[config.mk]
export PLATFORM = sky130hd
export DESIGN_NAME = compress_mc_flat
export DESIGN_NICKNAME = d
export VERILOG_FILES = /design/src/rtl/compress_mc_if.sv /design/src/rtl/compress_mc.sv /design/src/flat_wrapper.sv
export SDC_FILE = /design/constraint.sdc
export NUM_CORES = 1
export LEC_CHECK = 0
export CORE_MARGIN = 2
export CORE_UTILIZATION = 50
export CTS_CLUSTER_DIAMETER = 120
export CTS_CLUSTER_SIZE = 20
export DETAILED_ROUTE_END_ITERATION = 12
export GPL_ROUTABILITY_DRIVEN = 0
export PLACE_DENSITY = 0.77
export SLEW_MARGIN = 10
export SYNTH_ARGS = -nofsm -noshare
export SYNTH_HDL_FRONTEND = slang
export SYNTH_SLANG_ARGS = --single-unit
[constraint.sdc]
create_clock -name clk -period 6.2 [get_ports clk]
set_clock_uncertainty 0.2 [all_clocks]
set_input_delay 1.24 -clock clk [delete_from_list [all_inputs] [get_ports clk]]
set_output_delay 1.24 -clock clk [all_outputs]
set_load 0.02 [all_outputs]
[src/rtl/compress_mc_if.sv]
// Sample stream interface for compress_mc: linear samples in, G.711 codes out.
// The slave modport is the compressor; the master modport is whoever feeds it
// samples and drains its codes.
interface compress_mc_if #(
  parameter int CH_W = 2
);
  logic            in_valid;
  logic            in_ready;
  logic [CH_W-1:0] in_ch;
  logic [13:0]     in_data;
  logic            out_valid;
  logic            out_ready;
  logic [CH_W-1:0] out_ch;
  logic [7:0]      out_code;

  modport slave (
    input  in_valid, in_ch, in_data, out_ready,
    output in_ready, out_valid, out_ch, out_code
  );

  modport master (
    output in_valid, in_ch, in_data, out_ready,
    input  in_ready, out_valid, out_ch, out_code
  );
endinterface

[src/rtl/compress_mc.sv]
// Multi-channel pipelined linear-to-G.711 compressor.
// Per-channel law/enable registers; four register stages:
//   1: input capture (sample, channel, law)
//   2: magnitude, bias and clip
//   3: segment priority encode
//   4: mantissa select and final XOR into the output register
// Dropped samples travel as bubbles. The whole pipe shifts on advance, and
// out_valid & ~out_ready freezes every stage.
module compress_mc #(
  parameter int   CHANNELS    = 4,
  parameter int   CH_W        = 2,
  parameter logic DEFAULT_LAW = 1'b0,
  parameter int   DROP_W      = 16
) (
  input  logic              clk,
  input  logic              reset,
  input  logic              scan_en,
  input  logic              scan_in0,
  output logic              scan_out0,
  compress_mc_if.slave      bus,
  input  logic              cfg_we,
  input  logic [CH_W-1:0]   cfg_ch,
  input  logic              cfg_law,
  input  logic              cfg_en,
  output logic [DROP_W-1:0] drop_cnt
);
  localparam int STAGES = 4;

  // Index of the most significant set bit (0 when v is zero).
  function automatic logic [3:0] msb13(input logic [12:0] v);
    msb13 = 4'd0;
    for (int i = 0; i < 13; i++)
      if (v[i]) msb13 = 4'(i);
  endfunction

  // Scan pins are stitched at scan insertion; nothing to do in RTL.
  logic unused_scan;
  assign unused_scan = scan_en ^ scan_in0;
  assign scan_out0   = 1'b0;

  // Config state.
  logic [CHANNELS-1:0] law_q, law_d, en_q, en_d;
  logic [DROP_W-1:0]   drop_cnt_q, drop_cnt_d;

  // Pipeline valid bits, one per register stage.
  logic [STAGES:1] vld_pipe_q, vld_pipe_d;

  // Stage 1: raw input.
  logic [CH_W-1:0] s1_ch_q, s1_ch_d;
  logic            s1_law_q, s1_law_d;
  logic [13:0]     s1_x_q, s1_x_d;

  // Stage 2: biased/clipped mu-law magnitude or A-law p.
  logic [CH_W-1:0] s2_ch_q, s2_ch_d;
  logic            s2_law_q, s2_law_d;
  logic            s2_neg_q, s2_neg_d;
  logic [12:0]     s2_val_q, s2_val_d;

  // Stage 3: value plus segment.
  logic [CH_W-1:0] s3_ch_q, s3_ch_d;
  logic            s3_law_q, s3_law_d;
  logic            s3_neg_q, s3_neg_d;
  logic [12:0]     s3_val_q, s3_val_d;
  logic [2:0]      s3_seg_q, s3_seg_d;

  // Stage 4: output register.
  logic [CH_W-1:0] out_ch_q, out_ch_d;
  logic [7:0]      out_code_q, out_code_d;

  logic advance, accept, keep, law_sel, en_sel;

  // Handshake, per-channel lookup at acceptance, config writes and drop count.
  // law/en are read from the registered state, so a same-cycle write only
  // affects later samples.
  always_comb begin
    advance = ~vld_pipe_q[STAGES] | bus.out_ready;
    accept  = bus.in_valid & advance;
    law_sel = 1'b0;
    en_sel  = 1'b0;
    for (int c = 0; c < CHANNELS; c++)
      if (bus.in_ch == CH_W'(c)) begin
        law_sel = law_q[c];
        en_sel  = en_q[c];
      end
    keep = accept & en_sel;

    law_d = law_q;
    en_d  = en_q;
    if (cfg_we)
      for (int c = 0; c < CHANNELS; c++)
        if (cfg_ch == CH_W'(c)) begin
          law_d[c] = cfg_law;
          en_d[c]  = cfg_en;
        end

    drop_cnt_d = drop_cnt_q;
    if (accept && !en_sel && !(&drop_cnt_q))
      drop_cnt_d = drop_cnt_q + DROP_W'(1);
  end

  logic [13:0] mag, clip;
  logic [12:0] mu_m;
  logic [11:0] a_p;
  logic [3:0]  shamt;
  logic [7:0]  xor_k;

  // Datapath for all stages; everything holds unless the pipe advances.
  always_comb begin
    // magnitude/bias/clip for mu-law, one's-complement fold of x>>>1 for A-law
    mag  = s1_x_q[13] ? (~s1_x_q + 14'd1) : s1_x_q;
    clip = (mag > 14'd8158) ? 14'd8158 : mag;
    mu_m = clip[12:0] + 13'd33;
    a_p  = s1_x_q[13] ? ~s1_x_q[12:1] : s1_x_q[12:1];

    // mantissa shift: seg+1 for mu-law, 1 for low A-law segments, else seg
    if (s3_law_q) shamt = (s3_seg_q < 3'd2) ? 4'd1 : {1'b0, s3_seg_q};
    else          shamt = {1'b0, s3_seg_q} + 4'd1;
    if (s3_law_q) xor_k = s3_neg_q ? 8'h55 : 8'hD5;
    else          xor_k = s3_neg_q ? 8'h7F : 8'hFF;

    vld_pipe_d = vld_pipe_q;
    s1_ch_d    = s1_ch_q;
    s1_law_d   = s1_law_q;
    s1_x_d     = s1_x_q;
    s2_ch_d    = s2_ch_q;
    s2_law_d   = s2_law_q;
    s2_neg_d   = s2_neg_q;
    s2_val_d   = s2_val_q;
    s3_ch_d    = s3_ch_q;
    s3_law_d   = s3_law_q;
    s3_neg_d   = s3_neg_q;
    s3_val_d   = s3_val_q;
    s3_seg_d   = s3_seg_q;
    out_ch_d   = out_ch_q;
    out_code_d = out_code_q;

    if (advance) begin
      vld_pipe_d = {vld_pipe_q[STAGES-1:1], keep};

      s1_ch_d  = bus.in_ch;
      s1_law_d = law_sel;
      s1_x_d   = bus.in_data;

      s2_ch_d  = s1_ch_q;
      s2_law_d = s1_law_q;
      s2_neg_d = s1_x_q[13];
      s2_val_d = s1_law_q ? {1'b0, a_p} : mu_m;

      s3_ch_d  = s2_ch_q;
      s3_law_d = s2_law_q;
      s3_neg_d = s2_neg_q;
      s3_val_d = s2_val_q;
      if (s2_law_q)
        s3_seg_d = (s2_val_q < 13'd32) ? 3'd0 : 3'(msb13(s2_val_q) - 4'd4);
      else
        s3_seg_d = 3'(msb13(s2_val_q) - 4'd5);

      out_ch_d   = s3_ch_q;
      out_code_d = {s3_seg_q, 4'(s3_val_q >> shamt)} ^ xor_k;
    end
  end

  // All state; reset empties the pipe and restores per-channel defaults.
  always_ff @(posedge clk or negedge reset) begin
    if (!reset) begin
      law_q      <= {CHANNELS{DEFAULT_LAW}};
      en_q       <= '1;
      drop_cnt_q <= '0;
      vld_pipe_q <= '0;
      s1_ch_q    <= '0;
      s1_law_q   <= 1'b0;
      s1_x_q     <= '0;
      s2_ch_q    <= '0;
      s2_law_q   <= 1'b0;
      s2_neg_q   <= 1'b0;
      s2_val_q   <= '0;
      s3_ch_q    <= '0;
      s3_law_q   <= 1'b0;
      s3_neg_q   <= 1'b0;
      s3_val_q   <= '0;
      s3_seg_q   <= '0;
      out_ch_q   <= '0;
      out_code_q <= '0;
    end else begin
      law_q      <= law_d;
      en_q       <= en_d;
      drop_cnt_q <= drop_cnt_d;
      vld_pipe_q <= vld_pipe_d;
      s1_ch_q    <= s1_ch_d;
      s1_law_q   <= s1_law_d;
      s1_x_q     <= s1_x_d;
      s2_ch_q    <= s2_ch_d;
      s2_law_q   <= s2_law_d;
      s2_neg_q   <= s2_neg_d;
      s2_val_q   <= s2_val_d;
      s3_ch_q    <= s3_ch_d;
      s3_law_q   <= s3_law_d;
      s3_neg_q   <= s3_neg_d;
      s3_val_q   <= s3_val_d;
      s3_seg_q   <= s3_seg_d;
      out_ch_q   <= out_ch_d;
      out_code_q <= out_code_d;
    end
  end

  assign bus.in_ready  = advance;
  assign bus.out_valid = vld_pipe_q[STAGES];
  assign bus.out_ch    = out_ch_q;
  assign bus.out_code  = out_code_q;
  assign drop_cnt      = drop_cnt_q;

endmodule
[src/flat_wrapper.sv]
// flat-port wrapper written by rule: the top's interface ports become plain ports
module compress_mc_flat 
#(
  parameter int   CHANNELS    = 4,
  parameter int   CH_W        = 2,
  parameter logic DEFAULT_LAW = 1'b0,
  parameter int   DROP_W      = 16
)
  (clk, reset, scan_en, scan_in0, scan_out0, cfg_we, cfg_ch, cfg_law, cfg_en, drop_cnt, bus_in_valid, bus_in_ch, bus_in_data, bus_out_ready, bus_in_ready, bus_out_valid, bus_out_ch, bus_out_code);
  compress_mc_if #(.CH_W(CH_W)) bus_i ();
  input  logic clk;
  input  logic reset;
  input  logic scan_en;
  input  logic scan_in0;
  output logic scan_out0;
  input  logic cfg_we;
  input  logic [CH_W-1:0] cfg_ch;
  input  logic cfg_law;
  input  logic cfg_en;
  output logic [DROP_W-1:0] drop_cnt;
  input wire logic [$bits(bus_i.in_valid)-1:0] bus_in_valid;
  input wire logic [$bits(bus_i.in_ch)-1:0] bus_in_ch;
  input wire logic [$bits(bus_i.in_data)-1:0] bus_in_data;
  input wire logic [$bits(bus_i.out_ready)-1:0] bus_out_ready;
  output wire logic [$bits(bus_i.in_ready)-1:0] bus_in_ready;
  output wire logic [$bits(bus_i.out_valid)-1:0] bus_out_valid;
  output wire logic [$bits(bus_i.out_ch)-1:0] bus_out_ch;
  output wire logic [$bits(bus_i.out_code)-1:0] bus_out_code;
  assign bus_i.in_valid = bus_in_valid;
  assign bus_i.in_ch = bus_in_ch;
  assign bus_i.in_data = bus_in_data;
  assign bus_i.out_ready = bus_out_ready;
  assign bus_in_ready = bus_i.in_ready;
  assign bus_out_valid = bus_i.out_valid;
  assign bus_out_ch = bus_i.out_ch;
  assign bus_out_code = bus_i.out_code;
  compress_mc #(.CHANNELS(CHANNELS), .CH_W(CH_W), .DEFAULT_LAW(DEFAULT_LAW), .DROP_W(DROP_W)) u_core (.clk(clk), .reset(reset), .scan_en(scan_en), .scan_in0(scan_in0), .scan_out0(scan_out0), .bus(bus_i), .cfg_we(cfg_we), .cfg_ch(cfg_ch), .cfg_law(cfg_law), .cfg_en(cfg_en), .drop_cnt(drop_cnt));
endmodule
After elaboration in Yosys (flattened, before gate mapping):

Cells that the tools add are included.

* add/sub/neg operators: 6
* $lt $le $gt $ge: 3
* equality and inequality tests: 6
* shift operators: 1
* muxes and demuxes: 35
* bitwise logic cells: 7
* reductions and logical operators: 11

Operators with widths (number)
* two-way mux 3 bit: 16
* two-way mux 13 bit: 2
* two-way mux 8 bit: 3
* adder 16 x 1 -> 16 bit (second input constant): 1
* AND reduction 16 bit: 1
* adder 14 x 1 -> 14 bit (second input constant): 1
* > comparator 14 x 13 -> 1 bit (second input constant): 1
* two-way mux 14 bit: 1
* NOT 14 bit: 1
* adder 13 x 6 -> 13 bit (second input constant): 1
* < comparator 13 x 6 -> 1 bit (second input constant): 1
* right shift 13 x 4 -> 4 bit: 1
* two-way mux 12 bit: 1
* NOT 12 bit: 1
* two-way mux 1 bit: 9
* equality test 2 bit (second input constant): 4
* AND reduction 2 bit: 4
* XOR 7 x 8 -> 8 bit: 1
* subtractor 3 bit (second input constant): 2
* adder 3 x 1 -> 4 bit (second input constant): 1
* equality test 2 x 1 -> 1 bit (second input constant): 2
* zero test 2 bit: 2
* two-way mux 2 bit: 2
* two-way mux 4 bit: 1
* other kinds (6): 9

* register bits: 92
* output and inout bits: 29
* logic and storage cells: 93

Longest topological paths before layout:

Gate-level depths: netlist of the first run.

* depth after elaboration: 17
* depth in mapped cells: 17
* depth with buffers taken out: 13

Worst setup path before layout of the first run:

Ideal clock, no wire load.

* path type: register -> register
* from: reg u_core.s1_x_q[0]
* to: reg u_core.s2_val_q[10]
* arrival: 3.567 ns
* data required time: 5.879 ns
* path slack: 2.312 ns
* stages on the path, launching flop included: 18
* cell sequence: dfrtp_1 -> buf_2 -> inv_1 -> ha_1 -> buf_2 -> or4b_4 -> o31ai_2 -> a22o_1 -> a21oi_1 -> o31a_4 -> buf_6 -> nand2_1 -> ha_1 -> clkbuf_1 -> nand2_1 -> a211o_1 -> a31oi_1 -> nor2_1

* longest elaborated chain between the ends: 7

RTL lines
* start: declaration: line compress_mc.sv:51 `logic [13:0] s1_x_q, s1_x_d;`
* start signal: assignment: line compress_mc.sv:172 `s1_x_q <= '0;`
* start signal: assignment: line compress_mc.sv:191 `s1_x_q <= s1_x_d;`
* NOT 14 bit: line compress_mc.sv:110 `mag = s1_x_q[13] ? (~s1_x_q + 14'd1) : s1_x_q;`
* adder 14 x 1 -> 14 bit: line compress_mc.sv:110
* two-way mux 14 bit (*): line compress_mc.sv:110
* > comparator 14 x 13 -> 1 bit: line compress_mc.sv:111 `clip = (mag > 14'd8158) ? 14'd8158 : mag;`
* two-way mux 13 bit (*): line compress_mc.sv:111
* adder 13 x 6 -> 13 bit (*): line compress_mc.sv:112 `mu_m = clip[12:0] + 13'd33;`
* two-way mux 13 bit (*): line compress_mc.sv:147 `s2_val_d = s1_law_q ? {1'b0, a_p} : mu_m;`
* end signal: assignment: line compress_mc.sv:195 `s2_val_q <= s2_val_d;`
* end: declaration: line compress_mc.sv:57 `logic [12:0] s2_val_q, s2_val_d;`

Every way passes the cells marked *; elsewhere a longest branch is shown, timed or not.
A chain may end at the register's enable or synchronous reset.

Worst setup path after layout of the first run:

* from: reg u_core.s1_x_q[0]
* to: reg u_core.s2_val_q[12]

The elaborated chain is that of the path after synthesis.

==> reports/results.ini, run 1 <==
[worst_setup_path]
worstSetupEndpointType=flop
crit_path_start_kind=flop
cp-startpoint=u_core.s1_x_q[0]
worstSetupPathType=reg2reg
ff2ff_setup_slack_ns=1.89
critPathArrivalTime_ns=4.35
reg2reg_depth=13
endpoint=u_core.s2_val_q[12]
regToRegEndpoint=u_core.s2_val_q[12]
regToRegStartpoint=u_core.s1_x_q[0]
cp_max_fo=14
worst_ep_required_time_ns=6.24

[hold_path]
hp-class=reg2reg
hold_depth=2

[route]
met3_length_um=508
num_vias=4241
wl_per_cell_um=14.57
wirelength_mm=11.11
firstDrtPassIters=5
post-route-drc-count=0
met2WireLength_mm=5.447
viasPerCell=5.566
drtIter0Drc=295
top_layer=met4
route.antenna.remaining_nets=0
wl_met1_mm=4.980

[sta]
final.setup.tns_ns=0
finalCritPeriodShare=0.6956
finalCriticalPeriod_ns=4.312
final.setup.worst_slack_ns=1.888
finalHoldViolCount=0
fmax_mhz=231.9
setup-violations-final=0
rsz0062_at_grt=no
worst_pin_slew_ns=1.050
fin_hold_ws_ns=0.2690
slew_viol_final=0
maxSlewHeadroom=0.2999

[global_route]
grt_max_degree=86
grt.total_usage=0.2068
grt-ovfl-total=0
antenna_found_initial=0
grt_pass1_wl_mm=19.36
grt_pass1_vias=4221

[cells_and_area]
stdcell_count=762
drive_above_1_share=0.1054
num_antenna_cells=0
multi_input_area_um2=2833
seq_area_um2=2307
area_delta_synth_final_pct=13.84
nets=654
n_fill_cell=915

[logic_synthesis]
synth_top_flop_cell=dfrtp_1
yosys_warnings=0
synth.distinct_cells=62
async_flop_share=1.000
seq_area_frac_synth=0.4309
syn-num-nets=622
netlist_instances=589
synth.avg_cell_area_um2=9.090
ys_ff_latch=92
synth_area_um2=5354
synth_edf_count=0

[cts]
cts_buffers=9
cts_hold_buf=0
postCtsSetupBuffers=0
cts_num_sinks=92
ctsLongestPathBuffers=2
clk-insertion-delay-late_ns=0.36
htreeDepth=3
cts.reportedPaths.clkPinSlew_ns=0.10
cts_tree=done
cts_resized=0
root_buffer=clkbuf_8

[die]
rows=37
dieWidth_um=107.5
die_y_um=107.5
die-area_um2=11550
ios=56
initial_utilization=0.5163
core-area_um2=10370

[power_and_ir_drop]
power_density_nw_per_um2=477.1
p_int_w=0.001683
share_seq_of_total_power=0.374
p_sw_w=0.001225
pwr-share-comb=0.492
switching_share=0.4213
clkPwrFrac=0.135
cellLeakagePower_nw=2.627
ir_drop_v=0.0002879

[place]
place_inst=746
io_buffers=52
dpl.hpwl_mm=7.799
pre_cts_slack_ns=1.939

[flow_run]
maxCapViolations=0

[run_status]
status=complete, no violations

-- through the flow --
step	total power (W)	utilization	instance area (um2)
4_1_cts	0.002924	0.5877	6095
2_1_floorplan	0.002146	-	5354
3_3_place_gp	0.002470	0.5700	5911
5_1_grt	0.003148	0.5877	6095
6_report	0.002908	0.5877	6095
3_5_place_dp	0.002529	0.5700	5911
-- state kept, by name, indices dropped and copies added (netlist names) --
name	flops
u_core.s3_law_q	1
u_core.s2_ch_q	2
u_core.bus.out_ch	2
u_core.en_q	4
u_core.s1_ch_q	2
u_core.s1_x_q	14
u_core.vld_pipe_q	4
u_core.bus.out_code	8
u_core.drop_cnt	16
u_core.s3_seg_q	3
u_core.s2_law_q	1
u_core.s2_val_q	13
u_core.s3_val_q	13
u_core.s1_law_q	1
u_core.s3_neg_q	1
u_core.s3_ch_q	2
u_core.law_q	4
u_core.s2_neg_q	1
-- worst max-delay path, stage by stage, from the launching register on --
cell and delay, ns:
dfrtp_1 0.54, inv_1 0.17, ha_1 0.33, or4b_4 0.53, o31ai_2 0.22, a22o_1 0.30
a21oi_1 0.14, o31a_4 0.45, nand2_1 0.10, ha_1 0.35, o31ai_1 0.21, mux2i_1 0.20
o221ai_1 0.16, o221a_2 0.29
-- area by class of cell --
type / count / share of cell area
tap: 136 / 0.02792
inverter: 12 / 0.007391
clock inverter: 5 / 0.006980
timing repair buffer: 57 / 0.09115
multi-input combinational: 449 / 0.4648
sequential: 92 / 0.3786
clock buffer: 11 / 0.02320
-- worst min-delay path by stage --
stage | from | to | slack (ns)
final | u_core.vld_pipe_q[3] | u_core.vld_pipe_q[3] | 0.27
after global routing | u_core.s3_neg_q | u_core.bus.out_code[7] | 0.30
after CTS | u_core.s3_neg_q | u_core.bus.out_code[7] | 0.27
after detailed placement | u_core.s3_neg_q | u_core.bus.out_code[7] | 0.25
after global placement | u_core.s3_neg_q | u_core.bus.out_code[7] | 0.23
after floorplan | u_core.s3_neg_q | u_core.bus.out_code[7] | 0.22
-- synthesized netlist by cell type, types with 5 or more instances --
library cell,count,area share
mux4_2,11,0.046
nand3_1,17,0.016
a21oi_1,31,0.029
a31oi_1,7,0.0082
nand3b_1,5,0.0070
clkbuf_1,22,0.015
dfrtp_1,88,0.41
nor3_1,10,0.0093
ha_1,6,0.014
mux2_2,11,0.023
buf_1,5,0.0035
nor2_1,30,0.021
nand2_1,148,0.10
nand2b_1,10,0.012
xnor2_1,23,0.038
inv_1,11,0.0077
o21ai_0,29,0.027
mux2i_1,10,0.019
xor2_1,20,0.033
o31ai_1,9,0.013
-- cells by family after synthesis --
group	after synthesis	synth area share
simple gates	249	0.2110
compound gates	118	0.1435
flops	92	0.4309
buf+inv	48	0.04136
xor+xnor	43	0.07034
mux	32	0.08811
fa+ha+maj	6	0.01402
other cells	1	0.0007004
-- per-layer routing --
metal | vias to the layer above | global-route usage
li1 | 2103 | -
met1 | 2015 | 0.2711
met2 | 108 | 0.3423
met3 | 15 | 0.03814
met4 | 0 | 0.07601
met5 | - | 0
-- placed cells by master (no fill, tap or decap), drive strengths merged, types with 4 or more instances in the layout --
master / count
o21ai: 34
dfstp: 4
a31oi: 7
or3: 6
a21oi: 31
nand3: 17
o21a: 4
mux2: 11
ha: 6
o31ai: 10
buf: 6
xnor2: 23
nor2: 30
nor2b: 4
nand2: 148
and3: 4
o211ai: 4
xor2: 20
dfrtp: 88
nand3b: 5
mux4: 11
inv: 15
nand2b: 10
clkdlybuf4s50: 51
mux2i: 10
o22ai: 4
nor3: 10
clkbuf: 11
-- power groups by stage --
| stage | sequential (W) | clock [W] | combinational, W |
|---|---|---|---|
| detailed placement | 0.00110 | 0 | 0.00143 |
| finish | 0.00109 | 0.000392 | 0.00143 |
| CTS | 0.00109 | 0.000400 | 0.00144 |
| floorplan | 0.00105 | 0 | 0.00109 |
| global placement | 0.00108 | 0 | 0.00139 |
| global route | 0.00112 | 0.000427 | 0.00160 |
Power figures use the tool's default switching activity.
==> inputs of run 2 (changes only) <==
==> constraint.sdc (replaced) <==
create_clock -name clk -period 4 [get_ports clk]
set_clock_uncertainty 0.2 [all_clocks]
set_input_delay 0.8 -clock clk [delete_from_list [all_inputs] [get_ports clk]]
set_output_delay 0.8 -clock clk [all_outputs]
set_load 0.02 [all_outputs]
==> run 2 against run 1 <==
- fmax is 17% higher
- first-iteration DRC count fell by 5.8%
- hold slack got worse by 0.0032 ns
- final cell count is 1.2% higher
- critical endpoint unchanged
- largest power group unchanged
- non-clock buffer count is 9 higher
- core utilization up 0.89 points
- routed wire length up 2.7%
- global-route usage is 0.40 points higher
- sequential power rose by 53%
==> reports/results.ini, run 2 (synthesis results as in run 1) <==
[run_status]
status=complete, no violations  ; unchanged

[cells_and_area]
area_delta_synth_final_pct=15.56  ; was 13.84%
multi_input_area_um2=2844  ; was 2833 um2
n_fill_cell=894  ; was 915
drive_above_1_share=0.1244  ; was 0.1054
seq_area_um2=2307  ; unchanged
layout_common_cells=148 x nand2_1, 88 x dfrtp_1, 51 x clkdlybuf4s50_1  ; unchanged
largest_register_ffs=16  ; unchanged
num_antenna_cells=0  ; unchanged
stdcell_count=771  ; was 762
nets=663  ; was 654
mostFrequentLayoutCell=nand2_1  ; unchanged
final_util=0.5966  ; was 0.5877

[worst_setup_path]
worstSetupPathType=reg2reg  ; unchanged
regToRegStartpoint=u_core.s1_x_q[0]  ; unchanged
reg2reg_depth=13  ; unchanged
worst_ep_required_time_ns=4.06  ; was 6.24 ns
ff2ff_setup_slack_ns=0.33  ; was 1.89 ns
worstSetupEndpointType=flop  ; unchanged
regToRegEndpoint=u_core.s2_val_q[12]  ; unchanged
cp-startpoint=u_core.s1_x_q[0]  ; unchanged
critPathArrivalTime_ns=3.73  ; was 4.35 ns
crit_path_start_kind=flop  ; unchanged
cp_max_fo=7  ; was 14

[hold_path]
hold_depth=1  ; was 2
min_from=u_core.s3_neg_q  ; was u_core.vld_pipe_q[3]
hp-class=reg2reg  ; unchanged
holdPathEnd=u_core.bus.out_code[7]  ; was u_core.vld_pipe_q[3]

[sta]
setup-violations-final=0  ; unchanged
maxSlewHeadroom=0.4766  ; was 0.2999
finalCriticalPeriod_ns=3.673  ; was 4.312 ns
worst_pin_slew_ns=0.7851  ; was 1.050 ns
slew_viol_final=0  ; unchanged
finalCritPeriodShare=0.9184  ; was 0.6956
finalHoldViolCount=0  ; unchanged
rsz0062_at_grt=no  ; unchanged
final.setup.tns_ns=0  ; unchanged
final.setup.worst_slack_ns=0.3266  ; was 1.888 ns
fmax_mhz=272.2  ; was 231.9 MHz

[cts]
cts_buffers=9  ; unchanged
root_buffer=clkbuf_8  ; unchanged
cts_num_sinks=92  ; unchanged
cts_hold_buf=0  ; unchanged
htreeDepth=3  ; unchanged
cts.reportedPaths.clkPinSlew_ns=0.10  ; about the same
cts_tree=done  ; unchanged
ctsLongestPathBuffers=2  ; unchanged
clk-insertion-delay-late_ns=0.37  ; was 0.36 ns

[global_route]
grt_pass1_wl_mm=19.65  ; was 19.36 mm
grt_pass1_vias=4200  ; was 4221
grt.total_usage=0.2107  ; was 0.2068
grt_max_degree=64  ; was 86
grt-ovfl-total=0  ; unchanged
antenna_found_initial=0  ; unchanged

[route]
viasPerCell=5.607  ; was 5.566
firstDrtPassIters=5  ; unchanged
wl_per_cell_um=14.79  ; was 14.57 um
num_vias=4323  ; was 4241
drtIter0Drc=278  ; was 295
post-route-drc-count=0  ; unchanged
route.antenna.remaining_nets=0  ; unchanged
wirelength_mm=11.41  ; was 11.11 mm

[die]
rows=37  ; unchanged
dieWidth_um=107.5  ; unchanged
initial_utilization=0.5163  ; unchanged
die-area_um2=11550  ; unchanged
die_y_um=107.5  ; unchanged
ios=56  ; unchanged
core-area_um2=10370  ; unchanged

[power_and_ir_drop]
clkPwrFrac=0.137  ; was 0.135
share_seq_of_total_power=0.365  ; was 0.374
ir_drop_v=0.0004589  ; was 0.0002879 V
p_sw_w=0.001959  ; was 0.001225 W
pwr-share-comb=0.497  ; was 0.492
switching_share=0.4273  ; was 0.4213
cellLeakagePower_nw=2.677  ; was 2.627 nW
power_density_nw_per_um2=740.8  ; was 477.1 nW/um2
p_int_w=0.002625  ; was 0.001683 W

[flow_run]
maxCapViolations=0  ; unchanged

[place]
io_buffers=52  ; unchanged
dpl.hpwl_mm=8.297  ; was 7.799 mm
pre_cts_slack_ns=0.3270  ; was 1.939 ns
place_inst=755  ; was 746

## run 2: cell count changes in the layout (fill, tap and decap cells not counted), sizes merged
cell and change:
clkbuf -2, inv +2, buf +9
## run 2: layer usage
metal	share of wire	wire (um)	GRT usage	vias to the layer above
met2	0.50	5698	0.3500	85
li1	-	-	-	2123
met3	0.032	363	0.02785	11
met1	0.46	5206	0.2857	2104
met5	0	0	0	-
met4	0.012	138	0.07051	0
## run 2: area by class of cell
type / count / area share
well taps: 136 / 0.02750
flip-flops and latches: 92 / 0.3729
multi-input cells: 449 / 0.4597
clock inverters: 7 / 0.01193
inverters: 12 / 0.007280
repair buffers: 66 / 0.1007
clock buffers: 9 / 0.02002
## run 2: what timing repair did
item                                    in CTS  in global routing
gates resized for setup                      0                  2
endpoints found under the setup margin       0                  1
buffers inserted                             0                  0
## run 2: critical path, cell delays in order (launching register included)
cell and delay (ns):
dfrtp_1 0.39, inv_1 0.14, ha_1 0.27, or3b_2 0.49, o21a_1 0.18, o31ai_1 0.28
o221ai_2 0.23, o31a_4 0.32, nand2_1 0.08, ha_2 0.24, o31ai_1 0.14, mux2i_1 0.20
o221ai_1 0.16, o221a_2 0.26
## run 2: how the worst max path moves through the flow
stage	endpoint	slack [ns]	cells past startpoint
floorplan	u_core.s2_val_q[10]	0.11	17
global placement	u_core.s2_val_q[12]	0.40	13
detailed placement	u_core.s2_val_q[12]	0.33	13
CTS	u_core.s2_val_q[12]	0.30	13
global route	u_core.s2_val_q[12]	0.06	13
finish	u_core.s2_val_q[12]	0.33	13
## run 2: power by group through the flow
stage	Clock, W	Sequential, W	Combinational, W
floorplan	0	0.00163	0.00169
finish	0.000630	0.00167	0.00228
CTS	0.000645	0.00167	0.00228
global placement	0	0.00166	0.00219
global route	0.000688	0.00173	0.00254
detailed placement	0	0.00169	0.00227
## run 2: through the flow
| step | hold WS (ns) | area, um2 | total power, W |
|---|---|---|---|
| 2_1_floorplan | 0.2173 | 5354 | 0.003326 |
| 3_3_place_gp | 0.2316 | 5978 | 0.003851 |
| 3_5_place_dp | 0.2385 | 5978 | 0.003959 |
| 4_1_cts | 0.2716 | 6176 | 0.004600 |
| 5_1_grt | 0.2919 | 6187 | 0.004954 |
| 6_report | 0.2657 | 6187 | 0.004584 |
==> inputs of run 3 (changes only) <==
--- a/config.mk
+++ b/config.mk
@@ -5,6 +5,7 @@
 export SDC_FILE = /design/constraint.sdc
 export NUM_CORES = 1
 export LEC_CHECK = 0
+export CAP_MARGIN = 25
 export CORE_MARGIN = 2
 export CORE_UTILIZATION = 50
 export CTS_CLUSTER_DIAMETER = 120
@@ -12,6 +13,7 @@
 export DETAILED_ROUTE_END_ITERATION = 12
 export GPL_ROUTABILITY_DRIVEN = 0
 export PLACE_DENSITY = 0.77
+export SKIP_CTS_REPAIR_TIMING = 1
 export SLEW_MARGIN = 10
 export SYNTH_ARGS = -nofsm -noshare
 export SYNTH_HDL_FRONTEND = slang
==> constraint.sdc (replaced) <==
create_clock -name clk -period 4 [get_ports clk]
set_clock_uncertainty 0.2 [all_clocks]
set_input_delay 0.4 -clock clk [delete_from_list [all_inputs] [get_ports clk]]
set_output_delay 0.4 -clock clk [all_outputs]
set_load 0.02 [all_outputs]
==> run 3 against run 2 <==
- sequential power hardly changed
- first-iteration DRC count is 2.2% higher
- fmax is 3.2% lower
- sequential share of layout area hardly changed
- largest power group unchanged
- critical endpoint unchanged
- via count is 0.81% higher
==> reports/results.ini, run 3 (synthesis results as in run 1) <==
[global_route]
grt_pass1_wl_mm=19.90  ; was 19.65 mm
grt.total_usage=0.2143  ; was 0.2107
grt_pass1_vias=4258  ; was 4200
grt-ovfl-total=0  ; unchanged
antenna_found_initial=0  ; unchanged
grt_max_degree=72  ; was 64

[sta]
slew_viol_final=0  ; unchanged
final.setup.tns_ns=0  ; unchanged
fmax_mhz=263.6  ; was 272.2 MHz
finalHoldViolCount=0  ; unchanged
worst_pin_slew_ns=0.7203  ; was 0.7851 ns
finalCriticalPeriod_ns=3.794  ; was 3.673 ns
maxSlewHeadroom=0.5198  ; was 0.4766
rsz0062_at_grt=no  ; unchanged
fin_hold_ws_ns=0.2606  ; was 0.2657 ns
setup-violations-final=0  ; unchanged
finalCritPeriodShare=0.9484  ; was 0.9184

[run_status]
status=complete, no violations  ; unchanged

[worst_setup_path]
ff2ff_setup_slack_ns=0.21  ; was 0.33 ns
worst_ep_required_time_ns=4.05  ; was 4.06 ns
cp_max_fo=8  ; was 7
worstSetupEndpointType=flop  ; unchanged
reg2reg_depth=13  ; unchanged
crit_path_start_kind=flop  ; unchanged
cp-startpoint=u_core.s1_x_q[1]  ; was u_core.s1_x_q[0]
regToRegEndpoint=u_core.s2_val_q[12]  ; unchanged
worstSetupPathType=reg2reg  ; unchanged
regToRegStartpoint=u_core.s1_x_q[1]  ; was u_core.s1_x_q[0]
critPathArrivalTime_ns=3.85  ; was 3.73 ns

[route]
route.antenna.remaining_nets=0  ; unchanged
wl_per_cell_um=14.87  ; was 14.79 um
wirelength_mm=11.47  ; was 11.41 mm
viasPerCell=5.652  ; was 5.607
drtIter0Drc=284  ; was 278
post-route-drc-count=0  ; unchanged
num_vias=4358  ; was 4323
firstDrtPassIters=7  ; was 5

[place]
placed_area_um2=5971  ; was 5978 um2
io_buffers=52  ; unchanged
dpl.hpwl_mm=8.113  ; was 8.297 mm

[cells_and_area]
final_area_um2=6191  ; was 6187 um2
layout_common_cells=148 x nand2_1, 87 x dfrtp_1, 51 x clkdlybuf4s50_1  ; was 148 x nand2_1, 88 x dfrtp_1, 51 x clkdlybuf4s50_1
largest_register_ffs=16  ; unchanged
n_fill_cell=921  ; was 894
final_util=0.5970  ; was 0.5966
drive_above_1_share=0.1181  ; was 0.1244
mostFrequentLayoutCell=nand2_1  ; unchanged
num_antenna_cells=0  ; unchanged
nets=663  ; unchanged
area_delta_synth_final_pct=15.63  ; was 15.56%

[power_and_ir_drop]
cellLeakagePower_nw=2.680  ; was 2.677 nW
finalPower_w=0.004603  ; was 0.004584 W
power_density_nw_per_um2=743.5  ; was 740.8 nW/um2
ir_drop_v=0.0003795  ; was 0.0004589 V

[die]
initial_utilization=0.5163  ; unchanged
dieWidth_um=107.5  ; unchanged
rows=37  ; unchanged
die_y_um=107.5  ; unchanged
die-area_um2=11550  ; unchanged
ios=56  ; unchanged
core-area_um2=10370  ; unchanged

[hold_path]
min_from=u_core.s3_neg_q  ; unchanged
hold_depth=1  ; unchanged
holdPathEnd=u_core.bus.out_code[7]  ; unchanged
hp-class=reg2reg  ; unchanged

[flow_run]
maxCapViolations=0  ; unchanged

[cts]
cts_num_sinks=92  ; unchanged
root_buffer=clkbuf_8  ; unchanged
htreeDepth=3  ; unchanged
cts_buffers=9  ; unchanged
ctsLongestPathBuffers=2  ; unchanged
cts.reportedPaths.clkPinSlew_ns=0.09  ; was 0.10 ns
clk-insertion-delay-late_ns=0.36  ; was 0.37 ns
cts_tree=done  ; unchanged

[run 3: how the worst max path moves through the flow]
stage / to / slack (ns)
floorplan: u_core.s2_val_q[10] / 0.11
global placement: u_core.s2_val_q[12] / 0.33
detailed placement: u_core.s2_val_q[12] / 0.22
CTS: u_core.s2_val_q[12] / 0.19
global route: u_core.s2_val_q[12] / 0.03
finish: u_core.s2_val_q[12] / 0.21
[run 3: layout make-up]
type | count | area, um2 | share of cell area
tap | 136 | 170.2 | 0.02749
inverter | 12 | 45.04 | 0.007276
clock buffer | 11 | 141.4 | 0.02284
sequential | 92 | 2308 | 0.3729
timing repair buffer | 66 | 625.6 | 0.1011
clock inverter | 5 | 67.56 | 0.01091
multi-input combinational | 449 | 2833 | 0.4576
[run 3: worst max-delay path, cell delays in order (launching register included)]
cell,delay [ns]
dfrtp_2,0.48
inv_1,0.11
ha_1,0.25
or3b_2,0.49
o21a_1,0.18
o31ai_1,0.29
o221ai_2,0.21
o31a_4,0.32
nand2_1,0.08
ha_1,0.28
o31ai_1,0.17
mux2i_1,0.18
o221ai_1,0.16
o221a_2,0.28
[run 3: per-stage QoR]
stage                     setup WS [ns]  instances
after floorplan                  0.1120        589
after global placement           0.3321        753
after detailed placement         0.2163        754
after CTS                        0.1922        770
after global routing            0.02671        771
final                            0.2064        771
[run 3: per-layer routing]
metal	part of all wire	global-route usage	vias to the layer above
met5	0	0	-
met4	0.015	0.08608	0
met3	0.038	0.03087	13
met2	0.50	0.3607	100
met1	0.45	0.2784	2126
li1	-	-	2119
[run 3: where the power goes]
group	leakage, nW	internal, W	total [W]	switching (W)
logic	1.48	0.00109	0.00227	0.00118
clock network	0.106	0.000315	0.000657	0.000342
registers	1.10	0.00129	0.00168	0.000390
